`config.mk`:
```
export PLATFORM = sky130hd
export DESIGN_NAME = mult_share_arbiter
export DESIGN_NICKNAME = d
export VERILOG_FILES = /design/src/rtl/mult_share_arbiter.sv
export SDC_FILE = /design/constraint.sdc
export NUM_CORES = 1
export LEC_CHECK = 0
export CAP_MARGIN = 15
export CORE_ASPECT_RATIO = 0.8
export CORE_MARGIN = 2
export CORE_UTILIZATION = 47
export DETAILED_ROUTE_END_ITERATION = 16
export GPL_ROUTABILITY_DRIVEN = 1
export PLACE_DENSITY = 0.85
export RECOVER_POWER = 100
export SLEW_MARGIN = 20
export SYNTH_ARGS = -nofsm -noshare
export SYNTH_HDL_FRONTEND = slang
export SYNTH_SLANG_ARGS = --single-unit
export TNS_END_PERCENT = 20
```
`constraint.sdc`:
```
create_clock -name clk -period 4.02 [get_ports clk]
set_input_delay 0.804 -clock clk [delete_from_list [all_inputs] [get_ports clk]]
set_output_delay 0.804 -clock clk [all_outputs]
set_load 0.005 [all_outputs]
```
`src/rtl/mult_share_arbiter.sv`:
```
// mult_share_arbiter: shares one registered unsigned multiplier between
// N_REQ requesters. Requests are granted round-robin, one operation is in
// flight at a time, and each product returns on a single response channel
// tagged with the index of the requester that owns it.
//
// Ports:
//   clk        rising-edge clock
//   rst_n      synchronous active-low reset
//   req_valid  per-requester request valid              [N_REQ]
//   req_ready  per-requester grant, at most one hot     [N_REQ]
//   req_a      packed operand A, requester i at [i*n +: n]
//   req_b      packed operand B, same packing
//   rsp_valid  product available
//   rsp_ready  consumer accepts the product
//   rsp_res    unsigned product a*b                     [2*n]
//   rsp_id     requester index owning rsp_res           [IDW]
//   busy       FSM is not idle
//   op_count   completed response handshakes, wraps     [16]
module mult_share_arbiter #(
    parameter int unsigned N_REQ = 4,
    parameter int unsigned n     = 4,
    parameter int unsigned IDW   = $clog2(N_REQ)
) (
    input  logic                 clk,
    input  logic                 rst_n,
    input  logic [N_REQ-1:0]     req_valid,
    output logic [N_REQ-1:0]     req_ready,
    input  logic [N_REQ*n-1:0]   req_a,
    input  logic [N_REQ*n-1:0]   req_b,
    output logic                 rsp_valid,
    input  logic                 rsp_ready,
    output logic [2*n-1:0]       rsp_res,
    output logic [IDW-1:0]       rsp_id,
    output logic                 busy,
    output logic [15:0]          op_count
);

    localparam int unsigned PW  = 2 * n;
    localparam int unsigned CW  = 16;
    localparam int unsigned SW  = IDW + 1;

    typedef enum logic [1:0] {
        S_IDLE = 2'd0,
        S_MUL  = 2'd1,
        S_RESP = 2'd2
    } state_e;

    state_e          state_q,     state_d;
    logic [IDW-1:0]  rr_ptr_q,    rr_ptr_d;
    logic [IDW-1:0]  id_q,        id_d;
    logic [n-1:0]    a_q,         a_d;
    logic [n-1:0]    b_q,         b_d;
    logic [PW-1:0]   rsp_res_q,   rsp_res_d;
    logic [IDW-1:0]  rsp_id_q,    rsp_id_d;
    logic            rsp_valid_q, rsp_valid_d;
    logic            busy_q,      busy_d;
    logic [CW-1:0]   op_count_q,  op_count_d;

    logic            gnt_found;
    logic [IDW-1:0]  gnt_idx;
    logic [SW-1:0]   cand;
    logic [PW-1:0]   product;
    logic [IDW-1:0]  rr_next;

    // Round-robin search: first valid index starting at rr_ptr, modulo N_REQ.
    always_comb begin
        gnt_found = 1'b0;
        gnt_idx   = '0;
        cand      = '0;
        for (int unsigned k = 0; k < N_REQ; k++) begin
            cand = {1'b0, rr_ptr_q} + SW'(k);
            if (cand >= SW'(N_REQ)) begin
                cand = cand - SW'(N_REQ);
            end
            if (!gnt_found && req_valid[cand[IDW-1:0]]) begin
                gnt_found = 1'b1;
                gnt_idx   = cand[IDW-1:0];
            end
        end
    end

    // Full-width product; both operands zero-extended so nothing is truncated.
    assign product = PW'(a_q) * PW'(b_q);

    // Pointer moves past the requester just served, wrapping at N_REQ-1.
    assign rr_next = (rsp_id_q == IDW'(N_REQ - 1)) ? '0 : rsp_id_q + IDW'(1);

    // State register.
    always_ff @(posedge clk) begin
        if (!rst_n) begin
            state_q <= S_IDLE;
        end else begin
            state_q <= state_d;
        end
    end

    // Next-state logic.
    always_comb begin
        state_d = state_q;
        case (state_q)
            S_IDLE: begin
                if (gnt_found) begin
                    state_d = S_MUL;
                end
            end
            S_MUL: begin
                state_d = S_RESP;
            end
            S_RESP: begin
                if (rsp_ready) begin
                    state_d = S_IDLE;
                end
            end
            default: begin
                state_d = S_IDLE;
            end
        endcase
    end

    // Output and datapath logic.
    always_comb begin
        req_ready   = '0;
        rr_ptr_d    = rr_ptr_q;
        id_d        = id_q;
        a_d         = a_q;
        b_d         = b_q;
        rsp_res_d   = rsp_res_q;
        rsp_id_d    = rsp_id_q;
        rsp_valid_d = rsp_valid_q;
        op_count_d  = op_count_q;
        busy_d      = (state_d != S_IDLE);
        case (state_q)
            S_IDLE: begin
                if (gnt_found) begin
                    // Grant is suppressed while reset is asserted.
                    req_ready[gnt_idx] = rst_n;
                    a_d                = req_a[gnt_idx*n +: n];
                    b_d                = req_b[gnt_idx*n +: n];
                    id_d               = gnt_idx;
                end
            end
            S_MUL: begin
                rsp_res_d   = product;
                rsp_id_d    = id_q;
                rsp_valid_d = 1'b1;
            end
            S_RESP: begin
                if (rsp_ready) begin
                    rsp_valid_d = 1'b0;
                    rr_ptr_d    = rr_next;
                    op_count_d  = op_count_q + CW'(1);
                end
            end
            default: begin
                rsp_valid_d = 1'b0;
            end
        endcase
    end

    // Datapath and output registers.
    always_ff @(posedge clk) begin
        if (!rst_n) begin
            rr_ptr_q    <= '0;
            id_q        <= '0;
            a_q         <= '0;
            b_q         <= '0;
            rsp_res_q   <= '0;
            rsp_id_q    <= '0;
            rsp_valid_q <= 1'b0;
            busy_q      <= 1'b0;
            op_count_q  <= '0;
        end else begin
            rr_ptr_q    <= rr_ptr_d;
            id_q        <= id_d;
            a_q         <= a_d;
            b_q         <= b_d;
            rsp_res_q   <= rsp_res_d;
            rsp_id_q    <= rsp_id_d;
            rsp_valid_q <= rsp_valid_d;
            busy_q      <= busy_d;
            op_count_q  <= op_count_d;
        end
    end

    assign rsp_valid = rsp_valid_q;
    assign rsp_res   = rsp_res_q;
    assign rsp_id    = rsp_id_q;
    assign busy      = busy_q;
    assign op_count  = op_count_q;

endmodule

```
### After elaboration in Yosys (flattened, before gate mapping)

Index checks and enable logic that the tools add are counted.

* bitwise gates (word level): 2
* reductions and logical operators: 12
* equal/unequal tests: 4
* add/sub/neg operators: 9
* divide/modulo/power cells: 0
* $mul: 1
* shifts and indexed selects: 2
* mux-type cells: 30
* magnitude comparators: 10

Operators with widths (number)
* $shiftx A16 B5 Y4: 2
* $mux W2: 11
* $add A16 B1 Y16 const B: 1
* $lt A2 B3 Y1 const B: 5
* $mux W1: 10
* $ge A3 B3 Y1 const B: 3
* $bmux W1 S2: 4
* $mul A4 B4 Y8: 1
* $mux W4: 2
* $sub A2 B1 Y2 const B: 4
* $add A2 B2 Y3 const B: 2
* $pmux W2 S3: 1
* $reduce_and A2 Y1: 3
* $and A4 B4 Y4: 1
* $eq A2 B2 Y1 const B: 2
* $logic_and A1 B1 Y1: 4
* $add A2 B1 Y3 const B: 1
* $ge A2 B3 Y1 const B: 1
* $logic_not A1 Y1: 3
* $pmux W1 S3: 1
* $add A2 B1 Y2 const B: 1
* $demux W1 S2: 1
* $eq A2 B1 Y1 const B: 1
* $ge A2 B1 Y1 const B: 1
* other kinds (4): 4

* logic and storage cells: 80
* register bits after elaboration: 42
* output and inout bits: 32
* memory bits (writable): 0
* memories kept: 0
* bits in latches: 0
* input bits: 39
* ROM bits: 0

### Depth between registers and ports, before layout

* depth in word-level cells: 21
* gate-level depth with buffers: 11

### Worst setup path after synthesis

OpenSTA, ideal clock, no wires.

* path kind: reg-to-reg
* start point: register a_q[0]
* end point: register rsp_res_q[7] (netlist: rsp_res[7])
* buffers on the path: 0
* setup time: 0.122 ns
* cell stages (with the launch flop): 11
* clock period less this slack: 2.811 ns
* required time: 3.898 ns
* slack: 1.209 ns
* arrival: 2.689 ns
* cell sequence: dfxtp_1 > nand2_1 > fa_1 > fa_1 > inv_1 > ha_1 > a21o_1 > a21oi_1 > o21ai_0 > mux2i_1 > a311o_1

* cells in the longest elaborated chain, start to end: 1

RTL lines
* from (decl): line 51 `logic [n-1:0] a_q, a_d;`
* from (signal assigned): line 165 `a_q <= '0;`
* from (signal assigned): line 175 `a_q <= a_d;`
* $mul A4 B4 Y8: line 83 `assign product = PW'(a_q) * PW'(b_q);`
* to (signal assigned): line 177 `rsp_res_q <= rsp_res_d;`
* to (decl): line 53 `logic [PW-1:0] rsp_res_q, rsp_res_d;`

Every way passes these cells.
A chain may end at the register's enable or synchronous reset.

### Worst setup path after layout

* start point: input port req_valid[0]
* end point: output port req_ready[1]

* cells in the longest elaborated chain, start to end: 19
* elaborated cells between the ends (all ways): 30
* classes of those cells: order compare: 2; mux: 20; bitwise: 1; reduce/logical: 7

RTL lines
* from (decl): line 26 `input logic [N_REQ-1:0] req_valid,`
* $bmux W1 S2: line 75 `if (!gnt_found && req_valid[cand[IDW-1:0]]) begin`
* $mux W1 (not written as such): line 75
* $mux W1: line 75
* $logic_not A1 Y1: line 75
* $logic_and A1 B1 Y1: line 75
* $mux W1: line 75
* $logic_not A1 Y1: line 75
* $logic_and A1 B1 Y1: line 75
* [3 not listed]
* $mux W2: line 75
* $lt A2 B3 Y1 (not written as such) or $ge A2 B1 Y1 (tied branches): line 136 `req_ready[gnt_idx] = rst_n;`
* $logic_and A1 B1 Y1 (not written as such): line 136
* $mux W1 (not written as such): line 136
* $demux W1 S2: line 136
* $and A4 B4 Y4 (no line)
* $mux W4 *: line 134 `if (gnt_found) begin`
* $mux W4 *: line 132 `case (state_q)`
* to (decl): line 27 `output logic [N_REQ-1:0] req_ready,`

Mark *: on every way between the ends. The rest lies on a longest branch, timed or not. The select of a mux whose other input is x is not followed.

==> impl_metrics.json <==
{
  "status": "completed",
  "ctsHoldBuffers": 0,
  "clk_pin_slew_ns": 0.07,
  "fin_area_um2": 3210,
  "whs_path_depth": 2,
  "max_freq_mhz": 266,
  "p_leak_nw": 1.43,
  "worst_path_max_delay_cell": "dlygate4sd3_1",
  "floorplan.initialDensity_pct": 48.6,
  "clockRootBuffer": "clkbuf_8",
  "routed_wl_um": 5420,
  "fin_crit_sh_pct": 93.6,
  "finalHoldViolCount": 0,
  "rsz0062_at_grt": "no",
  "cts-htree-levels": 2,
  "gp_congestion": 0.812,
  "fin_crit_ns": 3.76,
  "ys_seq_area_share_pct": 34.7,
  "synth_seq_cells": 42,
  "avgRoutedWirePerCell_um": 13.3,
  "overflow": 0,
  "synth_nets": 338,
  "dp.cells": 402,
  "fillerInstances": 411,
  "final_cell_count_no_fill": 409,
  "grt_pass1_wl_um": 8440,
  "ir_drop_mv": 0.157,
  "grt_use_total_pct": 18.4,
  "clock-sinks": 42,
  "mostFrequentLayoutCell": "nand2_1",
  "clockBufferDepth": 2,
  "async_flop_share_pct": 0,
  "antenna_left": 0,
  "finalSetupViolCount": 0,
  "dieHeight_um": 68.2,
  "route.detailed.drc": 0,
  "io_pins": 71,
  "crit_required_ns": 3.22,
  "syn_inst": 281,
  "end_kind": "primary output",
  "tightest_slew_ns": 0.953,
  "die_area_um2": 5740,
  "vias_per_cell": 5.33,
  "drt_iter0_markers": 113,
  "worst-setup-path-type": "in2out",
  "r2r_setup_slack_ns": 1.04,
  "clk_latency_ns": 0.30,
  "place_area_um2": 3150,
  "rr_endpoint": "rsp_res[7]",
  "reg2reg_from": "a_q[0]",
  "cts_setup_buffers": 0,
  "core-area_um2": 4980,
  "holdCritPathClass": "reg2reg",
  "reg2reg_depth": 10,
  "grt_pass1_vias": 1881,
  "hold_start": "rsp_res[3]",
  "postCtsResizedCells": 0,
  "grt_antenna_before_repair": 0,
  "vias": 2178,
  "p_per_area_nw_per_um2": 274,
  "syn-cell-area_um2": 2420,
  "port_buffers": 70,
  "fin_nets": 404,
  "synth_ff_type": "dfxtp_1",
  "grt_max_degree": 32,
  "finalSetupTns_ns": 0,
  "final_cell_mix": "nand2_1, dfxtp_1, clkdlybuf4s50_1",
  "crit_path_start_kind": "input port",
  "drive_above_1_share_pct": 4.32,
  "path_cells": "dlygate4sd3_1 -> or4_1 -> and3_1 -> nand2_2 -> nor2_1 -> clkdlybuf4s50_1",
  "slew_headroom_pct": 36.4,
  "cpPeakStageDelay_ns": 0.60,
  "area_delta_synth_final_pct": 32.7,
  "ys_types": 47,
  "avgSynthCellArea_um2": 8.61,
  "yosys_warnings": 0,
  "cts_tree": "built",
  "diodes": 0,
  "skew_ns": 0.0131,
  "slew_violations": 0,
  "post-dp-hpwl_um": 4250,
  "arrival_ns": 2.96,
  "worstPathMaxFanout": 10,
  "min_to": "rsp_res[3]",
  "rows": 23,
  "cap_violations": 0,
  "multi_input_area_um2": 1480,
  "first_pass_iters": 4,
  "die-width_um": 84.2,
  "regArea_um2": 841,
  "cts_made_buffers": 5,
  "synth-edff-count": 0
}
-- power breakdown --
group / internal (W) / total, W / switching, W
logic: 0.0000891 / 0.000166 / 0.0000772
registers: 0.000438 / 0.000458 / 0.0000201
clock network: 0.000117 / 0.000257 / 0.000140
-- worst max path at each step --
stage          slack (ns)           end          from
2_1_floorplan        1.21    rsp_res[7]        a_q[0]
3_3_place_gp         0.45  req_ready[1]  req_valid[0]
4_1_cts              0.41  req_ready[3]  req_valid[0]
6_report             0.26  req_ready[1]  req_valid[0]
3_5_place_dp         0.42  req_ready[0]  req_valid[0]
5_1_grt              0.15  req_ready[3]  req_valid[0]
-- state kept, by name, summed over array words and instances (netlist names) --
register   cells
rr_ptr_q       2
state_q        2
rsp_id         2
b_q            4
rsp_res        8
id_q           2
busy           1
op_count      16
a_q            4
rsp_valid      1
-- kinds of logic (layout without fill, tap and decap cells) --
family | after synthesis | in the layout | share of synthesized area, %
simple gates | 117 | 117 | 24.9
compound gates | 57 | 57 | 15.2
flops | 42 | 42 | 34.7
buf+inv | 19 | 85 | 3.72
fa+ha+maj | 18 | 18 | 10.5
xor+xnor | 14 | 14 | 5.07
mux | 14 | 14 | 5.79
-- Yosys cell counts (all sizes together) (2+ instances only) --
library cell | n | share of area [%]
nand2b | 5 | 1.3
and3 | 13 | 3.4
xor2 | 9 | 3.3
nand4 | 5 | 1.6
and2 | 13 | 3.4
or3b | 2 | 0.72
clkbuf | 9 | 1.5
fa | 4 | 3.3
xnor2 | 5 | 1.8
nand3 | 3 | 0.83
or4 | 3 | 1.1
a21o | 3 | 0.93
a21oi | 17 | 3.5
nor2 | 21 | 3.3
a21boi | 7 | 2.2
mux2i | 14 | 5.8
o211ai | 10 | 3.1
dfxtp | 42 | 35
ha | 14 | 7.2
buf | 4 | 1.3
or3 | 2 | 0.52
inv | 6 | 0.93
o21ai | 11 | 2.3
nand2 | 44 | 6.9
-- critical path: cells and delay by family --
kind / cells / cell delay [ns]
buffers and inverters: 2 / 1.06
AND/OR/NAND/NOR: 4 / 1.09
-- metal layers --
layer / global-route usage [%] / vias up / wire length (um)
met1: 25.4 / 1007 / 2680
met2: 30.1 / 50 / 2460
met3: 2.65 / 5 / 213
met4: 6.05 / 0 / 66
met5: 0 / - / 0
li1: - / 1116 / -
-- layout make-up --
cell class | count | area share, %
clock buffer | 5 | 2.14
tap | 62 | 2.42
inverter | 6 | 0.701
sequential | 42 | 26.2
clock inverter | 2 | 0.312
timing repair buffer | 72 | 22.2
multi-input combinational | 220 | 46.1
-- per-stage QoR --
stage	setup slack [ns]	util [%]	hold slack, ns	total power [W]
2_1_floorplan	1.21	-	0.432	0.000559
6_report	0.257	64.5	0.453	0.000881
4_1_cts	0.413	64.8	0.452	0.000887
3_3_place_gp	0.449	63.2	0.439	0.000633
3_5_place_dp	0.424	63.2	0.448	0.000638
5_1_grt	0.147	64.5	0.475	0.000920
Power figures use the tool's default switching activity.
